File: src/rtl/mips_pkg.sv
// Shared MIPS definitions: memory control bus bit positions, MEM-stage FSM
// states and access-size encoding.
package mips_pkg;

  // Bit positions inside the 9-bit memory control bus from decode
  localparam int SB       = 8;
  localparam int SH       = 7;
  localparam int LB       = 6;
  localparam int LH       = 5;
  localparam int UNS      = 4;
  localparam int BNEQ     = 3;
  localparam int BRANCH   = 2;
  localparam int MEMREAD  = 1;
  localparam int MEMWRITE = 0;

  typedef enum logic [1:0] {
    S_IDLE   = 2'd0,
    S_ACCESS = 2'd1,
    S_RESP   = 2'd2
  } state_e;

  typedef enum logic [1:0] {
    SZ_BYTE = 2'd0,
    SZ_HALF = 2'd1,
    SZ_WORD = 2'd2
  } size_e;

endpackage

File: src/rtl/mem_load_extend.sv
// Load data path: picks the addressed byte/halfword out of the memory word
// and sign- or zero-extends it to the full data width.
module mem_load_extend
  import mips_pkg::*;
#(
  parameter int NB_DATA = 32
) (
  input  logic [NB_DATA-1:0] i_word,
  input  logic [1:0]         i_addr_lo,
  input  logic [1:0]         i_size,
  input  logic               i_unsigned,
  output logic [NB_DATA-1:0] o_data
);

  logic [7:0]  byte_sel;
  logic [15:0] half_sel;

  // Lane select followed by extension; halfwords are already 2-byte aligned
  always_comb begin
    byte_sel = i_word[{i_addr_lo, 3'b000} +: 8];
    half_sel = i_word[{i_addr_lo[1], 4'b0000} +: 16];
    o_data   = i_word;
    if (i_size == SZ_BYTE)
      o_data = {{(NB_DATA-8){~i_unsigned & byte_sel[7]}}, byte_sel};
    else if (i_size == SZ_HALF)
      o_data = {{(NB_DATA-16){~i_unsigned & half_sel[15]}}, half_sel};
  end

endmodule

File: src/rtl/mem_access_unit.sv
// MEM-stage data-memory controller: turns decoded loads/stores into a
// req/ack transaction, stalls the pipe while it is outstanding, and returns
// extended load data or a timeout/misalignment pulse.
module mem_access_unit
  import mips_pkg::*;
#(
  parameter int NB_DATA   = 32,
  parameter int NB_ADDR   = 32,
  parameter int NB_CTRL_M = 9,
  parameter int MAX_WAIT  = 15
) (
  input  logic                 i_clk,
  input  logic                 i_rst,
  input  logic                 i_valid,
  input  logic [NB_CTRL_M-1:0] i_ctrl_mem_bus,
  input  logic [NB_ADDR-1:0]   i_addr,
  input  logic [NB_DATA-1:0]   i_wdata,
  output logic                 o_stall,
  output logic [NB_DATA-1:0]   o_rdata,
  output logic                 o_rdata_valid,
  output logic                 o_misaligned,
  output logic                 o_timeout,
  output logic                 o_mem_req,
  output logic                 o_mem_we,
  output logic [NB_ADDR-1:0]   o_mem_addr,
  output logic [3:0]           o_mem_be,
  output logic [NB_DATA-1:0]   o_mem_wdata,
  input  logic                 i_mem_ack,
  input  logic [NB_DATA-1:0]   i_mem_rdata
);

  localparam int                NB_CNT  = $clog2(MAX_WAIT + 1);
  localparam logic [NB_CNT-1:0] CNT_MAX = NB_CNT'(MAX_WAIT);

  state_e              state_q;
  logic [NB_CNT-1:0]   cnt_q;
  logic [1:0]          size_q;
  logic                uns_q;
  logic [1:0]          alo_q;
  logic                req_q, we_q, rvalid_q, tmo_q;
  logic [NB_ADDR-1:0]  maddr_q;
  logic [3:0]          be_q;
  logic [NB_DATA-1:0]  wdata_q, rdata_q, ext_rdata;

  logic                op_d, we_d, aligned_d, start_d;
  logic [1:0]          size_d;
  logic [3:0]          be_d;
  logic [NB_DATA-1:0]  wdata_d;

  // Branch bits travel on the same bus but belong to another stage
  logic unused_branch_bits;
  assign unused_branch_bits = ^{i_ctrl_mem_bus[BNEQ], i_ctrl_mem_bus[BRANCH]};

  // Decode the control bus: op, direction, size, alignment and store lanes
  always_comb begin
    op_d = i_valid & (i_ctrl_mem_bus[MEMREAD] | i_ctrl_mem_bus[MEMWRITE]);
    we_d = i_ctrl_mem_bus[MEMWRITE];
    size_d = SZ_WORD;
    if (we_d) begin
      if (i_ctrl_mem_bus[SB])      size_d = SZ_BYTE;
      else if (i_ctrl_mem_bus[SH]) size_d = SZ_HALF;
    end else begin
      if (i_ctrl_mem_bus[LB])      size_d = SZ_BYTE;
      else if (i_ctrl_mem_bus[LH]) size_d = SZ_HALF;
    end
    aligned_d = 1'b1;
    be_d      = 4'b1111;
    wdata_d   = i_wdata;
    case (size_d)
      SZ_BYTE: begin
        be_d    = 4'b0001 << i_addr[1:0];
        wdata_d = {(NB_DATA/8){i_wdata[7:0]}};
      end
      SZ_HALF: begin
        aligned_d = ~i_addr[0];
        be_d      = i_addr[1] ? 4'b1100 : 4'b0011;
        wdata_d   = {(NB_DATA/16){i_wdata[15:0]}};
      end
      default: aligned_d = (i_addr[1:0] == 2'b00);
    endcase
    start_d = (state_q == S_IDLE) & op_d & aligned_d;
  end

  mem_load_extend #(.NB_DATA(NB_DATA)) u_load_extend (
    .i_word     (i_mem_rdata),
    .i_addr_lo  (alo_q),
    .i_size     (size_q),
    .i_unsigned (uns_q),
    .o_data     (ext_rdata)
  );

  // Transaction FSM with its timeout counter and registered memory-side outputs
  always_ff @(posedge i_clk) begin
    if (!i_rst) begin
      state_q  <= S_IDLE;
      cnt_q    <= '0;
      size_q   <= '0;
      uns_q    <= 1'b0;
      alo_q    <= '0;
      req_q    <= 1'b0;
      we_q     <= 1'b0;
      maddr_q  <= '0;
      be_q     <= '0;
      wdata_q  <= '0;
      rdata_q  <= '0;
      rvalid_q <= 1'b0;
      tmo_q    <= 1'b0;
    end else begin
      rvalid_q <= 1'b0;
      tmo_q    <= 1'b0;
      case (state_q)
        S_IDLE: if (start_d) begin
          state_q <= S_ACCESS;
          cnt_q   <= '0;
          req_q   <= 1'b1;
          we_q    <= we_d;
          maddr_q <= {i_addr[NB_ADDR-1:2], 2'b00};
          be_q    <= be_d;
          wdata_q <= wdata_d;
          size_q  <= size_d;
          uns_q   <= i_ctrl_mem_bus[UNS];
          alo_q   <= i_addr[1:0];
        end
        S_ACCESS: begin
          // An ack in the final wait cycle still completes the access
          if (i_mem_ack) begin
            req_q   <= 1'b0;
            state_q <= S_RESP;
            if (!we_q) begin
              rdata_q  <= ext_rdata;
              rvalid_q <= 1'b1;
            end
          end else if (cnt_q == CNT_MAX) begin
            req_q   <= 1'b0;
            state_q <= S_RESP;
            tmo_q   <= 1'b1;
            rdata_q <= '0;
          end else begin
            cnt_q <= cnt_q + 1'b1;
          end
        end
        // Single response cycle; the instruction still held upstream is not reissued
        default: state_q <= S_IDLE;
      endcase
    end
  end

  assign o_stall       = start_d | (state_q == S_ACCESS);
  assign o_misaligned  = (state_q == S_IDLE) & op_d & ~aligned_d;
  assign o_rdata       = rdata_q;
  assign o_rdata_valid = rvalid_q;
  assign o_timeout     = tmo_q;
  assign o_mem_req     = req_q;
  assign o_mem_we      = we_q;
  assign o_mem_addr    = maddr_q;
  assign o_mem_be      = be_q;
  assign o_mem_wdata   = wdata_q;

endmodule
File: config.mk
export PLATFORM = sky130hd
export DESIGN_NAME = mem_access_unit
export DESIGN_NICKNAME = d
export VERILOG_FILES = /design/src/rtl/mips_pkg.sv /design/src/rtl/mem_load_extend.sv /design/src/rtl/mem_access_unit.sv
export SDC_FILE = /design/constraint.sdc
export NUM_CORES = 1
export LEC_CHECK = 0
export CAP_MARGIN = 20
export CORE_MARGIN = 3
export CORE_UTILIZATION = 48
export DETAILED_ROUTE_END_ITERATION = 10
export HOLD_SLACK_MARGIN = 0.12
export PLACE_DENSITY = 0.87
export SLEW_MARGIN = 40
export SYNTH_ARGS = -nofsm -noshare
export SYNTH_HDL_FRONTEND = slang
export SYNTH_HIERARCHICAL = 1
export SYNTH_SLANG_ARGS = --single-unit
File: constraint.sdc
create_clock -name i_clk -period 2.7 [get_ports i_clk]
set_input_delay 0.54 -clock i_clk [delete_from_list [all_inputs] [get_ports i_clk]]
set_output_delay 0.54 -clock i_clk [all_outputs]
set_load 0.02 [all_outputs]
==> impl_metrics.ini <==
[yosys]
yosysWarnings = 6
synth-edff-count = 0
ys_dominant_reg_cell = dfxtp_1
synthCells = 628
netlist_area_mm2 = 0.00560
synth-async-reset-ratio_pct = 0
netlist.area_leader.share_pct = 40.4
avgSynthCellArea_um2 = 8.91
synth_seq_cells = 113
yosysSeqAreaShare_pct = 40.4
synth.area.top_cells = dfxtp_1, a21oi_1, nand3_1, o21ai_0, nor2b_1
synth_cell_types = 54
synth_top_cell_by_area = dfxtp_1

[worst_setup_path]
critPathMaxStageDelay_ps = 430
slowest_stage = clkdlybuf4s50_1
critPathBufInv = 2
critPathMaxFanout = 4
reg2reg_depth = 6
regToRegSetupSlack_ps = 680
cp-startpoint = i_ctrl_mem_bus[5]
r2r-end = o_mem_wdata[21]$_SDFFE_PN0P_
start_kind = input port
worstPathRequired_ps = 2160
endpoint_kind = output pin
r2r_start = state_q[1]$_SDFFE_PN0P_
cp_top_family = buffers and inverters
path_class = in2out
cp-endpoint = o_misaligned
crit_chain = clkdlybuf4s50_1 > nor3_1 > o21ai_4 > a211oi_1 > dlygate4sd2_1
worst-path-stages = 5
cp.arrival_ps = 2080

[power]
ir_drop_mv = 0.450
leakagePower_nw = 3.18
powerDensity_mw_per_mm2 = 587
totalPowerFinal_mw = 4.89

[finish]
final_area_mm2 = 0.00834
multi_input_area_mm2 = 0.00295
mostFrequentLayoutCells = clkdlybuf4s50_1, dfxtp_1, a21oi_1
final_common_cell = clkdlybuf4s50_1
seq_area_mm2 = 0.00226
n_antenna_cell = 0
fin_util_pct = 74.9
nNetsFinal = 940
area_growth_pct = 48.9
fillCellCount = 773
drive_above_1_share_pct = 12.1
stdcell_count = 982

[place]
dpl_cell_area_mm2 = 0.00785
dp_cells = 951
gp_congestion = 0.909
hpwl_um = 13600
io_buffers = 210

[global_route]
grt_pass1_vias = 6057
grt_antenna_before_repair = 0
grt_pass1_wl_um = 30200
grt_max_degree = 71
overflow = 0
grtUsageTotal_pct = 29.3

[route]
num_vias = 6007
vias_per_cell = 6.12
routed_wl_um = 19200
drtIter0Drc = 769
postRouteAntennaNets = 0
drt-wirelength-per-cell_um = 19.6
dr.pass1.iters = 6
drc = 0

[floorplan]
core-area_mm2 = 0.0111
pin_count = 215
die_w_um = 114
start_util_pct = 50.3
dieArea_mm2 = 0.0130
die_height_um = 114
core.rowCount = 38

[sta]
rsz0062_at_grt = false
slew_violations = 0
fmax_ghz = 0.381
hold_viol_final = 0
fin_crit_ps = 2620
slew_headroom_pct = 52.4
clock_skew_ps = 8.57
tightest_slew_ps = 714
setup_viol = 0
period_share_pct = 97.1
setup_tns_ps = 0

[clock_tree]
cts-root-buf = clkbuf_16
ctsHoldBuffers = 0
cts_tree = done
post_cts_buffers = 0
numCtsBuffers = 17
clock_latency_ps = 410
numClockSinks = 113
cts.reportedPaths.clkPinSlew_ps = 50
cts_buffer_depth = 2
cts_max_level = 4

[min_path]
hold_path.class = reg2reg

[flow_run]
maxCapViolCount = 0

[status]
status = complete, no violations
-- sequential cells by signal, indices dropped and copies added (netlist names) --
register       flops
o_mem_req          1
size_q             2
o_mem_be           4
state_q            2
o_rdata           32
alo_q              2
o_mem_wdata       32
o_mem_addr        30
o_timeout          1
o_rdata_valid      1
cnt_q              4
o_mem_we           1
uns_q              1
-- synth_stat cells (6+ instances only) --
| cell | number |
|---|---|
| nor2b_1 | 33 |
| mux2i_1 | 8 |
| buf_6 | 9 |
| o21ai_1 | 6 |
| o211a_1 | 12 |
| buf_2 | 16 |
| a211oi_1 | 10 |
| nand3_1 | 63 |
| a21oi_1 | 64 |
| a311oi_1 | 8 |
| clkbuf_1 | 27 |
| a22o_1 | 15 |
| nand2_1 | 32 |
| a22oi_1 | 17 |
| o21ai_2 | 14 |
| and3b_1 | 9 |
| a211oi_2 | 7 |
| dfxtp_1 | 113 |
| mux4_1 | 7 |
| o22ai_1 | 7 |
| a222oi_1 | 8 |
| nor2_1 | 30 |
| o21ai_0 | 52 |
| nor3_1 | 6 |
-- power breakdown --
part | leakage, nW | internal, mW | total (mW) | switching, mW
Sequential | 0.921 | 1.77 | 1.84 | 0.0654
Clock | 0.247 | 1.18 | 1.90 | 0.726
Combinational | 2.01 | 0.551 | 1.15 | 0.603
-- cell type report --
type | count | share of cell area [%]
multi-input combinational | 445 | 35.4
timing repair buffer | 248 | 29.1
sequential | 113 | 27.1
clock buffer | 24 | 5.54
tap | 140 | 2.10
clock inverter | 7 | 0.450
inverter | 5 | 0.225
-- per-stage QoR --
step	hold WS (ps)	setup slack, ps
floorplan	431	164
global placement	454	-304
detailed placement	463	-312
CTS	474	30.2
global route	497	19.9
finish	472	77.6
-- how the worst min path moves through the flow --
stage / cells after the start / from / endpoint / slack [ps]
global route: 1 / o_rdata[29]$_SDFFE_PN0P_ / o_rdata[29]$_SDFFE_PN0P_ / 500
CTS: 2 / o_mem_addr[31]$_SDFFE_PN0P_ / o_mem_addr[31]$_SDFFE_PN0P_ / 470
global placement: 1 / o_rdata[28]$_SDFFE_PN0P_ / o_rdata[28]$_SDFFE_PN0P_ / 450
detailed placement: 1 / o_rdata[24]$_SDFFE_PN0P_ / o_rdata[24]$_SDFFE_PN0P_ / 460
finish: 2 / o_mem_addr[26]$_SDFFE_PN0P_ / o_mem_addr[26]$_SDFFE_PN0P_ / 470
floorplan: 2 / size_q[0]$_SDFFE_PN0P_ / size_q[0]$_SDFFE_PN0P_ / 430
-- tightest hold or removal path, cell delays in order (launching register included) --
cell	delay, ps
dfxtp_1	300
o21ai_0	60
a21oi_1	60
-- timing repair --
action / 4_1_cts / 5_1_grt
hold endpoints to repair: 0 / 0
gates resized for setup: 3 / 2
endpoints found under the setup margin: 2 / 1
-- metal layers --
metal	part of all wire [%]	up-vias	routed length, um	GRT usage [%]
met5	0	-	0	0
met4	3.7	0	714	13.6
met1	38	2811	7290	34.8
met2	47	395	9050	46.9
li1	-	2732	-	-
met3	11	69	2180	11.0
-- kinds of logic after synthesis --
| family | after synthesis | share of synthesized area, % |
|---|---|---|
| compound gates | 228 | 27.8 |
| simple gates | 192 | 18.1 |
| flops | 113 | 40.4 |
| buf+inv | 71 | 7.11 |
| mux | 19 | 5.83 |
| xor+xnor | 3 | 0.469 |
| fa+ha+maj | 1 | 0.223 |
| other cells | 1 | 0.0670 |
Note: power is estimated with default switching activity, not from simulation.
==> patch, RTL diff (same flow settings) <==
Reset style: asynchronous (`i_rst`), changed in one clocked block.
--- a/src/rtl/mem_access_unit.sv
+++ b/src/rtl/mem_access_unit.sv
@@ -92,3 +92,3 @@
   // Transaction FSM with its timeout counter and registered memory-side outputs
-  always_ff @(posedge i_clk) begin
+  always_ff @(posedge i_clk or negedge i_rst) begin
     if (!i_rst) begin
Function: differs if i_rst is asserted again (counterexample within 4 cycles, from zero or initial values and one cycle with i_rst low); with i_rst held inactive, the same outputs for 4 cycles.
==> patch against the unedited design <==
Utilization is 0.39 points lower. Sequential cell count unchanged. Wire length down 6.7%. Die area is 3.5% higher. Highest routed layer is now met5. Global-route usage decreased by 2.2 points. Design area rose by 3.8%. Synthesized area increased by 3.7%. Setup slack better by 0.071 ns.
Power is not compared: it rests on default switching activity, and its combinational part moved more than twofold at a synthesized area within 25%.
==> patch: results (changes against the unedited design) <==
* Top_reg_cell synth: dfrtp_1
* Post-synth cell types at 48 (-11%)
* Post-layout net count at 868 (-7.7%)
* CP arrival at 2.01 ns (-0.07 ns)
* GR Util met2 at 45.9% (-1.0 points)
* Hold Slack at 0.477 ns (+0.00435 ns)
* Clock Skews at 0.00450 ns (-0.00407 ns)
* Hold Vio Cnt, Final at 0 (unchanged)
* Synth cell count leaders: dfrtp_1, nand2_1, o21ai_0
* Clock power frac at 19.9%
* Met2 wire length at 9040 um (about the same)
* Wire per inst at 19.8 um (+0.92%)
* Top Metal Used: met5
* Synth area leaders: dfrtp_1, mux2_1, nand2_1
* Worst path max stage delay at 0.47 ns (+0.04 ns)
* H-tree levels at 4 (unchanged)
* Layout cell share with drive strength beyond 1 at 13.6% (+1.5 points)
* Cell family with most CP delay: buffers and inverters
* Synth Area per Inst at 10.7 um2 (+21%)
* Routed wl met3 at 1710 um (-22%)
* Non-filler instance count after layout at 908 (-7.5%)
* Post-CTS Hold Fix Bufs at 1 (+1)
* Number of stages on the worst hold path at 2 (unchanged)
* Number of diodes at 0 (unchanged)
* GRT met1 Usage at 31.8% (-3.0 points)
* Number of port buffers at 210 (unchanged)
* Hold EP: o_rdata[5]
* Max IR drop VDD at 829 uV
* Worst Setup SP: i_ctrl_mem_bus[6]
* Area after DPL at 8140 um2 (+3.7%)
* Reg2reg path depth at 7 (+1)
* Number of global-route vias before repair at 5,299 (-13%)
* Post-synth ARST share at 100% (+100 points)
* Seq/Total Area, Yosys at 48.7% (+8.3 points)
* Setup crit end: o_stall
* Post-Place Cells at 880 (-7.5%)
* TritonRoute pass-1 iters at 7 (+1)
* Total GRT Usage at 27.1% (-2.2 points)
* Crit path time final at 2.55 ns (-0.0714 ns)
* HPWL after detailed placement at 12,700 um (-7.0%)
* Critical R2R Capture: o_mem_addr[6]
* Largest net degree at the start of global routing at 65 (-8.5%)
* Leakage at 0.00370 uW
* Place WS at -0.443 ns (-0.131 ns)
* # resized after CTS at 10 (+7)
* Hold path start: o_rdata[5]
* Antenna violations before repair at 1 (+1)
* Global-route wire length before repair at 27,800 um (-8.0%)
* Met3 usage at 10.7% (-0.38 points)
* Vias/cell at 5.62 (-8.2%)
* Tightest Pin Transition at 0.684 ns (-0.0299 ns)
* R2r setup slk at 0.35 ns (-0.33 ns)
* Crit path max fanout at 6 (+2)
* RePlAce Congestion at 0.886 (-2.5%)
* Reg2Reg Launch Point: state_q[1]
* WL met1 at 6840 um (-6.1%)
* Status: complete, no violations
* DRT iter0 DRCs at 424 (-45%)
* CP max-delay cell: clkdlybuf4s50_1
==> patch: changes by cell type in the layout (fill, tap and decap cells not counted), sizes merged, moves of 9 or more <==
cell,delta
dfxtp,-113
mux2,+66
o21ai,-11
a22oi,-17
a21oi,-54
inv,+9
a22o,-15
dfrtp,+113
nand3,-53
a211oi,-9
nand2,+44
nor2,-16
o211a,-12
==> patch: cell families (layout without fill, tap and decap cells) <==
kind of cell | after synthesis | after routing | share of synthesized area, %
xor+xnor | 2 | 2 | 0.302
mux | 85 | 85 | 18.3
buf+inv | 58 | 282 | 4.98
flops | 113 | 113 | 48.7
other cells | 1 | 2 | 0.0646
simple gates | 170 | 170 | 14.8
fa+ha+maj | 1 | 1 | 0.216
compound gates | 110 | 110 | 12.6
==> patch: final cells by class <==
type / count / area (um2)
Clock inverter: 2 / 10.0
Timing Repair Buffer: 242 / 2370
Inverter: 14 / 52.6
Sequential cell: 113 / 2830
Fill cell: 754 / 2960
Multi-Input combinational cell: 370 / 2750
Clock buffer: 24 / 472
Tap cell: 143 / 179
